File: config.mk
export PLATFORM = sky130hd
export DESIGN_NAME = serial_word_feeder
export DESIGN_NICKNAME = d
export VERILOG_FILES = /design/src/rtl/serial_word_feeder_pkg.sv /design/src/rtl/serial_word_feeder.sv
export SDC_FILE = /design/constraint.sdc
export NUM_CORES = 1
export LEC_CHECK = 0
export CAP_MARGIN = 20
export CORE_MARGIN = 5
export CORE_UTILIZATION = 58
export CTS_BUF_LIST = sky130_fd_sc_hd__clkbuf_4
export DETAILED_ROUTE_END_ITERATION = 10
export PLACE_DENSITY = 0.82
export SETUP_SLACK_MARGIN = 0.4
export SYNTH_ARGS = -nofsm -noshare
export SYNTH_HDL_FRONTEND = slang
export SYNTH_SLANG_ARGS = --single-unit
File: constraint.sdc
create_clock -name clk -period 2.05 [get_ports clk]
set_input_delay 0.41 -clock clk [delete_from_list [all_inputs] [get_ports clk]]
set_output_delay 0.41 -clock clk [all_outputs]
set_load 0.01 [all_outputs]
File: src/rtl/serial_word_feeder_pkg.sv
// Shared definitions for the serial word feeder: FSM state encoding and default word width.
package serial_word_feeder_pkg;

    typedef enum logic {
        ST_IDLE  = 1'b0,
        ST_SHIFT = 1'b1
    } feeder_state_e;

    localparam int DEFAULT_WIDTH = 32;

endpackage

File: src/rtl/serial_word_feeder.sv
// Parallel-to-serial feeder: accepts words over valid/ready and emits one bit per clock,
// with a one-word pending buffer so consecutive words stream without a bubble.
module serial_word_feeder
    import serial_word_feeder_pkg::*;
#(
    parameter int WIDTH     = DEFAULT_WIDTH,
    parameter bit MSB_FIRST = 1'b0
) (
    input  logic             clk,
    input  logic             rst,
    input  logic             abort,
    input  logic             load_valid,
    output logic             load_ready,
    input  logic [WIDTH-1:0] load_data,
    output logic             din,
    output logic             bit_valid,
    output logic             word_start,
    output logic             word_end,
    output logic             busy
);

    localparam int              CNT_W    = $clog2(WIDTH);
    localparam logic [CNT_W-1:0] LAST_CNT = CNT_W'(WIDTH - 1);

    feeder_state_e    state_reg, state_next;
    logic [WIDTH-1:0] shreg_reg, shreg_next;
    logic [WIDTH-1:0] pend_reg, pend_next;
    logic             pend_full_reg, pend_full_next;
    logic [CNT_W-1:0] bit_cnt_reg, bit_cnt_next;
    logic             accept;

    assign load_ready = rst & ~pend_full_reg;
    assign accept     = load_valid & load_ready;

    always_ff @(posedge clk) begin
        if (!rst) begin
            state_reg     <= ST_IDLE;
            shreg_reg     <= '0;
            pend_reg      <= '0;
            pend_full_reg <= 1'b0;
            bit_cnt_reg   <= '0;
        end else begin
            state_reg     <= state_next;
            shreg_reg     <= shreg_next;
            pend_reg      <= pend_next;
            pend_full_reg <= pend_full_next;
            bit_cnt_reg   <= bit_cnt_next;
        end
    end

    always_comb begin
        state_next     = state_reg;
        shreg_next     = shreg_reg;
        pend_next      = pend_reg;
        pend_full_next = pend_full_reg;
        bit_cnt_next   = bit_cnt_reg;

        if (abort) begin
            // Shifter is zeroed so din reads 0 while idle without any output gating.
            state_next     = ST_IDLE;
            shreg_next     = '0;
            pend_full_next = 1'b0;
            bit_cnt_next   = '0;
        end else if (state_reg == ST_SHIFT) begin
            if (bit_cnt_reg == LAST_CNT) begin
                bit_cnt_next = '0;
                if (pend_full_reg) begin
                    shreg_next     = pend_reg;
                    pend_full_next = 1'b0;
                end else if (accept) begin
                    shreg_next = load_data;
                end else begin
                    state_next = ST_IDLE;
                    shreg_next = '0;
                end
            end else begin
                if (MSB_FIRST)
                    shreg_next = {shreg_reg[WIDTH-2:0], 1'b0};
                else
                    shreg_next = {1'b0, shreg_reg[WIDTH-1:1]};
                bit_cnt_next = bit_cnt_reg + 1'b1;
                if (accept) begin
                    pend_next      = load_data;
                    pend_full_next = 1'b1;
                end
            end
        end else if (accept) begin
            state_next   = ST_SHIFT;
            shreg_next   = load_data;
            bit_cnt_next = '0;
        end
    end

    generate
        if (MSB_FIRST) begin : g_msb_first
            assign din = shreg_reg[WIDTH-1];
        end else begin : g_lsb_first
            assign din = shreg_reg[0];
        end
    endgenerate

    assign bit_valid  = (state_reg == ST_SHIFT);
    assign word_start = bit_valid & (bit_cnt_reg == '0);
    assign word_end   = bit_valid & (bit_cnt_reg == LAST_CNT);
    assign busy       = bit_valid | pend_full_reg;

endmodule

==> results.cfg, run 1 <==
[routing]
routed_wl_um = 9120
drtAntennaViolNets = 0
viasPerCell = 6.38
drt_iter0_drc = 260
drc = 0
avgRoutedWirePerCell_um = 18.0
drtPass1Iterations = 7
vias = 3233

[sta]
report.final.slew_viol_count = 0
slew_headroom_pct = 75.1
fin_tns_setup_ns = 0
fin_crit_sh_pct = 93.8
final-hold-violation-count = 0
tightest_slew_ns = 0.374
max_freq_ghz = 0.520
fin_worst_skew_ns = 0.0123
min_period_ns = 1.92
rsz0062_at_grt = true
setup_viol = 0

[clock_network]
cts_root_buf = clkbuf_4
h-tree-depth = 3
cts_sinks = 71
cts_buffers = 9
cts_tree = done
clk_pin_slew_ns = 0.11
clock_latency_ns = 0.41
cts_max_path_buffers = 2
cts_hold_buf = 0

[logic_synthesis]
ys_seq_elements = 71
synthArstFlopShare_pct = 0
ys_top_cells_by_count = dfxtp_1 (71), nand3_1 (38), o21ai_1 (35)
yosysTopAreaCell = dfxtp_1
synth_top_flop_cell = dfxtp_1
synth_most_common_cell = dfxtp_1
synth_top_area_share_pct = 39.4
ys_warn_count = 0
synthTopCellsByArea = dfxtp_1 (39%), o2bb2ai_1 (7.5%), a21boi_1 (6.7%)
syn-num-nets = 426
ys_seq_area_share_pct = 39.4
syn_area_um2 = 3600
syn_avg_cell_area_um2 = 9.34
synth_cell_types = 42
synth_edf_count = 0
synthCells = 386

[critical_path]
worstPathCellList = ha_4 > and3_4 > ha_4 > and2_4 > buf_6
end_kind = output pin
cp.required_ns = 1.64
cp_slowest_cell = dfxtp_2
cp_max_fo = 2
crit_arrival_ns = 1.51
reg2reg_to = shreg_reg[28]
critPathMostFrequentCell = ha_4
r2r_slack_ns = 0.20
start_kind = flop
rr_worst_depth = 8
cpPeakStageDelay_ns = 0.36
crit_type = reg2out
cp_num_buf_inv = 1
crit_family = flip-flops
reg2reg_from = bit_cnt_reg[1]

[layout]
area_delta_synth_final_pct = 21.5
final-seq-area_um2 = 1430
n_fill_cell = 433
nets = 467
antenna_cells = 0
multiInputGateArea_um2 = 1970
drive_gt1_share_pct = 19.2
stdcell_count = 507

[floorplanning]
start_util_pct = 60.2
fp.dieW_um = 88.8
core_area_um2 = 5990
die-area_um2 = 7890
placementRows = 28
io_pins = 42
die_y_um = 88.8

[placement]
place_congestion = 0.777
dpl.hpwl_um = 5610
port_buffers = 41
dp_cells = 486

[global_route]
antenna_found_initial = 0
first_global_vias = 3162
overflow = 0
grt_pass1_wl_um = 15100
grt.total_usage_pct = 24.2
grt_max_degree = 46

[pwr]
power_density_nw_per_um2 = 612
cellLeakagePower_nw = 1.51
irDropWorstVdd_mv = 0.409

[run_status]
status = finished, final reports clean

[hold_path]
worstHoldStart = shreg_reg[24]
hold_path_end = shreg_reg[24]
hold-path-cell-count = 1
holdCritPathClass = reg2reg

[flow_run]
drv_cap = 0
[per-layer routing]
layer,share of wire (%),global-route usage [%]
met1,45,34.1
met2,46,36.8
met3,8.2,4.66
met4,1.2,8.65
met5,0,0
[timing repair]
action,CTS,global route
cloned,0,1
resized for setup,39,14
endpoints found under the setup margin,70,68
pin swaps,2,2
buffers inserted,3,1
[cells by family (layout without fill, tap and decap cells)]
family / count (synthesis) / in the layout / share of synthesized area, %
DFF: 71 / 71 / 39.4
AOI/OAI and AO/OA: 199 / 199 / 40.8
buffers and inverters: 47 / 93 / 7.78
and+or+nand+nor: 65 / 65 / 10.6
adders and majority gates: 4 / 4 / 1.39
[cell usage in the layout, fill, tap and decap left out, types with 2 or more instances in the layout]
cell / synthesis / layout
nand2_1: 4 / 3
buf_12: 1 / 4
dfxtp_1: 71 / 67
dlygate4sd2_1: 0 / 2
o21ai_0: 28 / 21
clkdlybuf4s50_1: 0 / 35
clkbuf_4: 0 / 11
clkinv_2: 0 / 3
a21boi_1: 32 / 33
a2bb2oi_1: 21 / 21
buf_2: 15 / 3
o2bb2ai_1: 31 / 31
ha_4: 0 / 3
dfxtp_2: 0 / 2
o21ai_1: 35 / 42
buf_4: 6 / 20
buf_6: 6 / 9
and2b_1: 2 / 2
inv_2: 1 / 2
nand2b_1: 4 / 3
a21boi_0: 31 / 30
a21oi_1: 6 / 6
nand3_1: 38 / 38
a2bb2oi_2: 10 / 10
dfxtp_4: 0 / 2
[worst max path at each step]
| stage | from | endpoint | depth (start not counted) |
|---|---|---|---|
| after floorplan | bit_cnt_reg[0] | shreg_reg[10] | 8 |
| after global placement | rst | load_ready | 3 |
| after detailed placement | rst | load_ready | 3 |
| after CTS | bit_cnt_reg[1] | word_end | 5 |
| after global routing | bit_cnt_reg[1] | word_start | 6 |
| final | bit_cnt_reg[1] | word_end | 5 |
[per-stage QoR]
step           hold WS [ns]  utilization, %  power, mW  instance area, um2  setup WS [ns]
6_report              0.472            73.1       2.68                4380          0.127
5_1_grt               0.486            73.1       2.79                4380         0.0360
4_1_cts               0.472            71.9       2.67                4310          0.129
3_5_place_dp          0.445            68.8       1.82                4120        -0.0828
3_3_place_gp          0.441            68.8       1.81                4120         -0.107
2_1_floorplan         0.427               -       1.66                3630          0.416
[cell type report]
| class | count | area share, % |
|---|---|---|
| Clock buffer | 11 | 1.89 |
| Clock inverter | 5 | 1.11 |
| Inverter | 3 | 0.314 |
| Multi-Input combinational cell | 268 | 45.0 |
| Sequential cell | 71 | 32.7 |
| Tap cell | 75 | 2.14 |
| Timing Repair Buffer | 74 | 16.9 |
[where the power goes]
group / total, mW / internal (mW) / switching (mW)
clock network: 0.878 / 0.390 / 0.488
logic: 0.376 / 0.185 / 0.191
registers: 1.42 / 1.41 / 0.0166
Power figures use the tool's default switching activity.
==> run 2, diff against run 1 <==
- CORE_UTILIZATION: 58 -> 56
- CTS_BUF_LIST: sky130_fd_sc_hd__clkbuf_4 -> default
- PLACE_DENSITY: 0.82 -> 0.8
==> results.cfg, run 2 (synthesis results as in run 1) <==
[sta]
fin_ws_ns = 0.176
report.final.slew_viol_count = 0
rsz0062_at_grt = true
final-hold-violation-count = 0
max_freq_ghz = 0.534
tightest_slew_ns = 0.379
fin_tns_setup_ns = 0
holdWs_ns = 0.466
fin_crit_sh_pct = 91.4
setup_viol = 0
slew_headroom_pct = 74.8
fin_worst_skew_ns = 0.00796
min_period_ns = 1.87

[routing]
wl_met2_um = 4690
drtAntennaViolNets = 0
wl_met3_um = 781
top_layer = met4
routed_wl_um = 9960
viasPerCell = 6.46
avgRoutedWirePerCell_um = 19.8
m1WireLength_um = 4270
drc = 0
vias = 3242
drt_iter0_drc = 198
drtPass1Iterations = 5

[placement]
place_congestion = 0.789
dp_slack_ns = -0.0954
dpl.hpwl_um = 5370
port_buffers = 41
dp_cells = 479

[pwr]
irDropWorstVdd_mv = 0.433
power_density_nw_per_um2 = 632
totalPowerFinal_mw = 2.84
cellLeakagePower_nw = 1.54

[clock_network]
cts_hold_buf = 0
h-tree-depth = 3
cts_tree = done
clk_pin_slew_ns = 0.08
cts_sinks = 71
cts_buffers = 9
cts_root_buf = clkbuf_8
clock_latency_ns = 0.36
cts_max_path_buffers = 2

[layout]
final_common_cell = dfxtp_1
layout_common_cells = dfxtp_1 (67), o21ai_1 (49), nand3_1 (38)
antenna_cells = 0
area_delta_synth_final_pct = 24.7
nets = 461
drive_gt1_share_pct = 18.8
stdcell_count = 502

[floorplanning]
start_util_pct = 57.1
die_y_um = 90.2
placementRows = 29
core_area_um2 = 6310
die-area_um2 = 8140
io_pins = 42
fp.dieW_um = 90.2

[critical_path]
crit_type = reg2out
cpPeakStageDelay_ns = 0.35
cp_slowest_cell = dfxtp_4
start_kind = flop
crit_arrival_ns = 1.46
cp.required_ns = 1.64
cp_max_fo = 2
end_kind = output pin
worstPathCellList = ha_4 > and3_4 > ha_4 > and2_4 > buf_6
critPathMostFrequentCell = ha_4

[global_route]
grt.total_usage_pct = 23.5
first_global_vias = 3218
overflow = 0
grt_pass1_wl_um = 16000
grt_max_degree = 41
antenna_found_initial = 0

[run_status]
status = finished, final reports clean

[flow_run]
drv_cap = 0

[hold_path]
holdCritPathClass = reg2reg
## run 2: what timing repair did
item / in CTS / in global routing
resized for setup: 57 / 19
buffers inserted: 3 / 1
pin swaps: 1 / 2
endpoints found under the setup margin: 71 / 68
gates cloned: 2 / 2
## run 2: worst paths after layout
check                                    start       endpoint  slack [ns]  cells past startpoint
worst max-delay path            bit_cnt_reg[1]       word_end        0.18                      5
worst min-delay path             shreg_reg[12]  shreg_reg[12]        0.47                      1
worst max register to register  bit_cnt_reg[0]    pend_reg[0]        0.20                      8
worst min register to register   shreg_reg[12]  shreg_reg[12]        0.47                      1
## run 2: cell type report
| cell class | instances | area [um2] |
|---|---|---|
| repair buffers | 68 | 793 |
| fillers | 488 | 1820 |
| clock buffers | 10 | 138 |
| flip-flops and latches | 71 | 1430 |
| well taps | 77 | 96.3 |
| inverters | 3 | 11.3 |
| multi-input cells | 268 | 1990 |
| clock inverters | 5 | 35.0 |
## run 2: layer usage
| layer | vias to the layer above | GRT usage, % |
|---|---|---|
| met1 | 1545 | 31.3 |
| met4 | 0 | 7.57 |
| li1 | 1528 | - |
| met5 | - | 0 |
| met2 | 143 | 37.7 |
| met3 | 26 | 5.43 |
## run 2: metrics by stage
stage                     utilization (%)  cell area [um2]
after floorplan                         -             3630
after global placement               64.5             4070
after detailed placement             64.5             4070
after CTS                            69.2             4370
after global routing                 71.1             4490
final                                71.1             4490
## run 2: power breakdown
part,internal (mW),switching (mW)
Sequential,1.41,0.0191
Clock,0.464,0.537
Combinational,0.203,0.207
Total,2.07,0.763
## run 2: worst max-delay path, delay by kind of cell, from the launching register on
family,cells,cell delay [ns]
adders and majority gates,2,0.33
buffers and inverters,1,0.11
and+or+nand+nor,2,0.33
DFF,1,0.35
